### src/rtl/button_press_array.sv
// Multi-channel button front end: synchronise, debounce against a shared tick,
// and classify each channel's activity as press / short / long / auto-repeat pulses.
module button_press_array #(
  parameter int N_BTN        = 5,
  parameter bit ACTIVE_LOW   = 1'b1,
  parameter int DEB_TICKS    = 20,
  parameter int LONG_TICKS   = 1000,
  parameter int REPEAT_TICKS = 250,
  parameter int CNT_W        = 12
) (
  input  logic             clk,
  input  logic             rst,
  input  logic             tick,
  input  logic [N_BTN-1:0] btn_in,
  output logic [N_BTN-1:0] btn_level,
  output logic [N_BTN-1:0] press,
  output logic [N_BTN-1:0] short_press,
  output logic [N_BTN-1:0] long_press,
  output logic [N_BTN-1:0] repeat_p,
  output logic             any_press
);

  localparam logic [CNT_W-1:0] DEB_LAST  = CNT_W'(DEB_TICKS - 1);
  localparam logic [CNT_W-1:0] LONG_LAST = CNT_W'(LONG_TICKS - 1);
  localparam logic [CNT_W-1:0] REP_LAST  = CNT_W'(REPEAT_TICKS - 1);
  localparam bit               REP_EN    = (REPEAT_TICKS != 0);
  localparam logic [CNT_W-1:0] ONE       = CNT_W'(1);

  typedef enum logic [1:0] {
    IDLE,
    PRESSED,
    LONG
  } state_t;

  for (genvar i = 0; i < N_BTN; i++) begin : g_ch
    logic             sync1;
    logic             sync2;
    logic             level_n;
    logic             stable;
    logic             stable_q;
    logic             rise;
    logic             fall;
    logic [CNT_W-1:0] deb_cnt;
    logic [CNT_W-1:0] hold_cnt;
    logic [CNT_W-1:0] rep_cnt;
    state_t           state;
    logic             press_r;
    logic             short_r;
    logic             long_r;
    logic             rep_r;

    // Synchronisers reset to the raw "released" level so reset never looks like a press.
    always_ff @(posedge clk) begin
      if (!rst) begin
        sync1 <= ACTIVE_LOW;
        sync2 <= ACTIVE_LOW;
      end else begin
        sync1 <= btn_in[i];
        sync2 <= sync1;
      end
    end

    assign level_n = ACTIVE_LOW ? ~sync2 : sync2;

    always_ff @(posedge clk) begin
      if (!rst) begin
        stable   <= 1'b0;
        stable_q <= 1'b0;
        deb_cnt  <= '0;
      end else begin
        stable_q <= stable;
        if (level_n == stable) begin
          deb_cnt <= '0;
        end else if (tick) begin
          if (deb_cnt == DEB_LAST) begin
            stable  <= level_n;
            deb_cnt <= '0;
          end else begin
            deb_cnt <= deb_cnt + ONE;
          end
        end
      end
    end

    assign rise = stable & ~stable_q;
    assign fall = ~stable & stable_q;

    // A release is checked before any tick threshold so it always wins the cycle.
    always_ff @(posedge clk) begin
      if (!rst) begin
        state    <= IDLE;
        hold_cnt <= '0;
        rep_cnt  <= '0;
        press_r  <= 1'b0;
        short_r  <= 1'b0;
        long_r   <= 1'b0;
        rep_r    <= 1'b0;
      end else begin
        press_r <= 1'b0;
        short_r <= 1'b0;
        long_r  <= 1'b0;
        rep_r   <= 1'b0;
        case (state)
          IDLE: begin
            if (rise) begin
              press_r  <= 1'b1;
              hold_cnt <= '0;
              state    <= PRESSED;
            end
          end
          PRESSED: begin
            if (fall) begin
              short_r <= 1'b1;
              state   <= IDLE;
            end else if (tick) begin
              if (hold_cnt == LONG_LAST) begin
                long_r  <= 1'b1;
                rep_cnt <= '0;
                state   <= LONG;
              end else begin
                hold_cnt <= hold_cnt + ONE;
              end
            end
          end
          LONG: begin
            if (fall) begin
              state <= IDLE;
            end else if (tick && REP_EN) begin
              if (rep_cnt == REP_LAST) begin
                rep_r   <= 1'b1;
                rep_cnt <= '0;
              end else begin
                rep_cnt <= rep_cnt + ONE;
              end
            end
          end
          default: state <= IDLE;
        endcase
      end
    end

    assign btn_level[i]   = stable;
    assign press[i]       = press_r;
    assign short_press[i] = short_r;
    assign long_press[i]  = long_r;
    assign repeat_p[i]    = rep_r;
  end

  assign any_press = |press;

endmodule

### config.mk
export PLATFORM = sky130hd
export DESIGN_NAME = button_press_array
export DESIGN_NICKNAME = d
export VERILOG_FILES = /design/src/rtl/button_press_array.sv
export SDC_FILE = /design/constraint.sdc
export NUM_CORES = 1
export LEC_CHECK = 0
export ABC_CLOCK_PERIOD_IN_PS = 2100
export CORE_MARGIN = 4
export CORE_UTILIZATION = 50
export CTS_CLUSTER_DIAMETER = 40
export DETAILED_ROUTE_END_ITERATION = 7
export MAX_ROUTING_LAYER = met4
export PLACE_DENSITY_LB_ADDON = 0.25
export SLEW_MARGIN = 20
export SYNTH_ARGS = -nofsm -noshare
export SYNTH_HDL_FRONTEND = slang
export SYNTH_SLANG_ARGS = --single-unit
### constraint.sdc
create_clock -name clk -period 2.1 [get_ports clk]
set_input_delay 0.315 -clock clk [delete_from_list [all_inputs] [get_ports clk]]
set_output_delay 0.315 -clock clk [all_outputs]
set_load 0.01 [all_outputs]
After elaboration in Yosys (flattened, before gate mapping)
Cells that the tools add are included.
{"block": "op_classes", "reduce_logical": 61, "bitwise_logic": 42, "muxes": 115, "n_eq_ne": 80, "add_sub_neg": 15}
{"op": "12-bit 2-to-1 mux", "n": 55}
{"op": "12-bit case mux with 2 select lines", "n": 10}
{"op": "12-bit by 1-bit adder with 12-bit output (second input constant)", "n": 15}
{"op": "2-bit inequality test (second input constant)", "n": 40}
{"op": "12-bit by 10-bit equality test with 1-bit output (second input constant)", "n": 5}
{"op": "12-bit by 5-bit equality test with 1-bit output (second input constant)", "n": 5}
{"op": "12-bit by 8-bit equality test with 1-bit output (second input constant)", "n": 5}
{"op": "2-bit 2-to-1 mux", "n": 25}
{"op": "4-bit OR reduction", "n": 10}
{"op": "1-bit inverter", "n": 32}
{"op": "3-bit inequality test (second input constant)", "n": 10}
{"op": "2-bit case mux with 3 select lines", "n": 5}
{"op": "6-bit AND reduction", "n": 5}
{"op": "5-bit AND reduction", "n": 5}
{"op": "1-bit 2-to-1 mux", "n": 20}
{"op": "2-bit AND reduction", "n": 10}
{"op": "4-bit AND reduction", "n": 5}
{"op": "2-bit nonzero test", "n": 10}
{"op": "3-bit AND reduction", "n": 5}
{"op": "1-bit bitwise AND", "n": 10}
{"op": "2-bit by 1-bit equality test with 1-bit output (second input constant)", "n": 5}
{"op": "2-bit equality test (second input constant)", "n": 5}
{"op": "2-bit logical NOT", "n": 5}
{"op": "2-bit OR reduction", "n": 5}
{"op": "other kinds (2)", "n": 6}
{"block": "word_totals", "ff_bits": 230, "wordCells": 373, "input_bits": 8}

Logic depth before layout (Yosys ltp)
{"block": "depth", "depth_word": 5, "depth_mapped": 9, "ltp_nobuf": 7}

Worst setup path before layout
Ideal clock, no wire load.
{"block": "synth_path", "path_type": "flip-flop to flip-flop", "startpoint": "reg g_ch[3].rep_cnt[1]", "endpoint": "reg g_ch[3].rep_cnt[4]", "setup_time_ps": 70, "setup_slack_ps": -11, "period_less_slack_ps": 2111, "stages_incl_launch_ff": 10, "arrival_ps": 2040, "n_path_buf": 2, "cell_sequence": "dfxtp_1 > inv_1 > ha_1 > nor2b_1 > and4_1 > clkbuf_1 > or3_1 > clkbuf_1 > or3b_2 > a21oi_1"}
{"block": "synth_between", "elab_chain_cells": 5, "elab_cells_between_ends": 6}
{"item": "start, declared", "line": "45", "text": "logic [CNT_W-1:0] rep_cnt;"}
{"item": "start signal, assigned", "line": "133", "text": "rep_cnt <= rep_cnt + ONE;"}
{"item": "12-bit by 1-bit adder with 12-bit output / 12-bit by 8-bit equality test with 1-bit output (equally long branches)", "line": "133, 129"}
{"item": "12-bit 2-to-1 mux (*)", "line": "129", "text": "if (rep_cnt == REP_LAST) begin"}
{"item": "12-bit 2-to-1 mux (*)", "line": "128", "text": "end else if (tick && REP_EN) begin"}
{"item": "12-bit 2-to-1 mux (*)", "line": "126", "text": "if (fall) begin"}
{"item": "12-bit case mux with 2 select lines (*)", "line": "103", "text": "case (state)"}
Mark *: on every way between the ends. The rest lies on a longest branch, timed or not. The select of a mux whose other input is x is not followed.
A chain may end at the register's enable or synchronous reset.

Final worst setup path
{"block": "layout_path", "startpoint": "reg g_ch[0].hold_cnt[1]", "endpoint": "reg g_ch[0].hold_cnt[2]"}
{"block": "layout_between", "elab_chain_cells": 5, "elab_cells_between_ends": 8}
{"item": "start, declared", "line": "44", "text": "logic [CNT_W-1:0] hold_cnt;"}
{"item": "start signal, assigned", "line": "121", "text": "hold_cnt <= hold_cnt + ONE;"}
{"item": "12-bit by 1-bit adder with 12-bit output", "line": "121"}
{"item": "12-bit 2-to-1 mux", "line": "116", "text": "if (hold_cnt == LONG_LAST) begin"}
{"item": "12-bit 2-to-1 mux", "line": "115", "text": "end else if (tick) begin"}
{"item": "12-bit 2-to-1 mux", "line": "112", "text": "if (fall) begin"}
{"item": "12-bit case mux with 2 select lines", "line": "103"}
Parallel ways exist; a longest one is shown, timed or not. The select of a mux whose other input is x is not followed.

==> results by group <==
Status
  – Status: finished clean

Critical path
  – R2R Path End: g_ch[0].hold_cnt[2]$_SDFFE_PN0P_
  – Crit path from: g_ch[0].hold_cnt[1]$_SDFFE_PN0P_
  – Data arrival time of the worst path: 2.48 ns
  – Crit path kind: flip-flop to flip-flop
  – Peak fanout along the critical path: 7
  – CP Launch Type: flip-flop
  – Cells on worst reg2reg path: 8
  – Worst path required time: 2.52 ns
  – Crit end category: flip-flop
  – Reg-to-Reg Start: g_ch[0].hold_cnt[1]$_SDFFE_PN0P_
  – R2r setup slk: 0.04 ns

Power and ir drop
  – Internal power: 8.078 mW
  – Gate power share: 1.8%
  – Clock power share: 55.9%
  – P_sw: 2.281 mW
  – Leak Pwr: 4.825 nW
  – Power Dens Cells: 772.5 nW/um^2
  – Maximum vdd drop: 577.7 uV
  – Part of the power in registers: 42.3%
  – Sw Ratio: 22.02%

Synthesis
  – Syn Nets: 1,385
  – Mapped cell area: 11,240 um^2
  – Dominant cell type by area after synthesis: dfxtp_1
  – Synth cell types: 76
  – Mean Syn Cell Area: 8.282 um^2
  – Cells after Synth: 1,357
  – Most used DFF post-synth: dfxtp_1
  – EDFF count, synth: 0
  – Sequential area share after synthesis: 40.97%
  – Yosys warnings: 0
  – Most frequent cells after synthesis: 230 x dfxtp_1, 151 x nor2_1, 149 x nand2_1, 85 x nand3_1, 65 x o21ai_0
  – Count leader, synth: dfxtp_1
  – Asr flop ratio synth: 0%
  – Synth top area share: 40.97%
  – FF+latch count, synth: 230
  – Top post-synthesis cells by area: dfxtp_1 41%, nor2_1 5.0%, nand2_1 5.0%, nand3_1 3.8%, o21ai_0 2.9%

Min path
  – Hold EP: g_ch[0].rep_cnt[0]$_SDFFE_PN0P_
  – HP Class: input port to flip-flop
  – Hold Path Depth: 3
  – Worst hold start: rst

Die
  – I/O Pins: 34
  – Die Wd: 157.9 um
  – Die area: 24,940 um^2
  – Initial core utilization: 51.18%
  – Die span in y: 157.9 um
  – Core area: 21,960 um^2
  – FP Rows: 54

Global routing
  – GRT Total Usage: 21.04%
  – Largest net degree at the start of global routing: 49
  – Global-route wire length before repair: 43,640 um
  – Grt ovf: 0
  – Vias in the first global route: 9,457
  – Initial antenna violation count: 0

Cells and area
  – Share of layout cells above drive strength 1: 14.80%
  – Area grow syn2layout: 19.32%
  – Nets: 1,450
  – Non-Filler Instances: 1,726
  – Final core occ: 61.07%
  – Ant. Diodes: 0

Placement
  – Placer's final routability congestion estimate: 0.9151
  – Port bufs: 33
  – Post-DP HPWL: 17,250 um
  – Placed Cells: 1,661
  – Placement Setup Slack: -0.05422 ns

Drt
  – Max layer used: met4
  – WL met1: 11,880 um
  – Vias/cell: 5.789
  – Total number of vias: 9,991
  – WL per Instance: 14.74 um
  – Remaining DRCs: 0
  – Drt total wl: 25,430 um
  – Routed Antenna Nets: 0
  – Met2 wire len: 11,900 um
  – Met3 wire len: 1039 um
  – DR iter-0 viols: 687
  – Drt pass-1 iters: 5

Clocking
  – Worst-path clk slew: 0.05 ns
  – Clk sinks: 230
  – H-tree levels: 2
  – CTS root buf: clkbuf_16
  – Clock Path Buffers: 3
  – Clk Latency, worst-skew pair: 0.51 ns
  – CTS tree: yes
  – Inserted Clock Buffers: 34

Timing
  – Min Clock Period, post-route: 2.063 ns
  – Post-route clock skew: 0.01825 ns
  – Slew margin rel.: 54.97%
  – Hold Vio Cnt, Final: 0
  – Final setup violation count: 0
  – Max Freq: 484.6 MHz
  – Final WS setup: 0.03656 ns
  – Worst-Margin Slew: 0.6666 ns
  – Pins over their slew limit: 0
  – Final worst-path cycle share: 98.26%

Job
  – Max Cap Viol: 0
[layer usage]
| layer | up-vias | global-route usage [%] |
|---|---|---|
| met2 | 205 | 33.66 |
| met1 | 4688 | 27.29 |
| met3 | 55 | 3.116 |
| met4 | 0 | 7.374 |
| met5 | - | - |
| li1 | 5043 | - |
[layout make-up]
type | count | area, um^2
Fill cell | 1853 | 8549
Clock inverter | 23 | 287.8
Sequential cell | 230 | 4608
Inverter | 32 | 120.1
Clock buffer | 37 | 892.1
Timing Repair Buffer | 109 | 925.9
Tap cell | 280 | 350.3
Multi-Input combinational cell | 1015 | 6225
[power groups by stage]
stage | clock [mW] | combinational, mW | sequential [mW]
6_report | 5.79 | 0.182 | 4.38
5_1_grt | 6.12 | 0.197 | 4.38
4_1_cts | 5.93 | 0.182 | 4.38
3_5_place_dp | 0 | 0.181 | 4.48
3_3_place_gp | 0 | 0.179 | 4.48
2_1_floorplan | 0 | 0.107 | 4.47
[worst max-delay path: stages (launching register included)]
cell and delay [ns]:
dfxtp_2 0.35, ha_2 0.17, or4bb_4 0.50, nor3_4 0.28, a2bb2oi_2 0.17, buf_6 0.14, buf_4 0.14, o21ai_0 0.09
a21oi_1 0.15
[worst max-delay path by stage]
stage,end,cells after the start
floorplan,g_ch[3].rep_cnt[4]$_SDFFE_PN0P_,9
global placement,g_ch[4].hold_cnt[10]$_SDFFE_PN0P_,5
detailed placement,g_ch[4].hold_cnt[10]$_SDFFE_PN0P_,5
CTS,g_ch[0].rep_cnt[7]$_SDFFE_PN0P_,7
global route,g_ch[0].hold_cnt[2]$_SDFFE_PN0P_,8
finish,g_ch[0].hold_cnt[2]$_SDFFE_PN0P_,8
[metrics by stage]
stage / instance area, um^2 / hold WS (ns) / power [mW] / setup TNS, ns
after global placement: 12070 / 0.3880 / 4.655 / 0
after floorplan: 11240 / 0.3863 / 4.581 / 0
after detailed placement: 12070 / 0.3933 / 4.657 / -0.05422
final: 13410 / 0.2727 / 10.36 / 0
after global routing: 13410 / 0.2854 / 10.70 / -0.04501
after CTS: 13270 / 0.2601 / 10.49 / 0
[state kept, by name, summed over array words and instances, names as in the netlist]
register / count
g_ch.long_r: 5
g_ch.state: 10
g_ch.stable_q: 5
g_ch.deb_cnt: 60
g_ch.rep_cnt: 60
g_ch.sync2: 5
g_ch.hold_cnt: 60
g_ch.rep_r: 5
g_ch.sync1: 5
g_ch.short_r: 5
g_ch.press_r: 5
g_ch.stable: 5
[placed cells by master (no fill, tap or decap), types with 8 or more instances in the layout]
cell type and instances:
dfxtp_1 227, nor2_1 151, nand2_1 149, nand3_1 85, buf_4 73, o21ai_0 65, a21oi_1 54, and3_1 41
nand2b_1 38, clkbuf_16 34, xor2_1 33, nor3_1 32, nand4_1 32, inv_1 31, clkdlybuf4s50_1 31, nor4_1 29
xnor2_1 27, a31oi_1 22, o221a_2 21, ha_1 18, or4_1 13, and4_1 12, or2_2 12, and2_1 12
nor2b_1 10, mux2i_1 9, o211ai_1 9, o211a_1 8, o31ai_1 8, inv_6 8
[repair_timing]
item                       CTS  global route
pin swaps                    0             6
buffers inserted             0             5
gates resized for setup      3            25
setup endpoints to repair    2            60
hold buffers                 0             0
gates cloned                 0             0
[cell families after synthesis]
logic type                 share of synthesized area (%)
and+or+nand+nor                                    30.68
DFF                                                40.97
buffers and inverters                              4.587
AOI/OAI and AO/OA                                  15.85
muxes                                              1.002
xor gates and xnor gates                           4.676
adders and majority gates                          2.227
(Power assumes the default switching activity.)
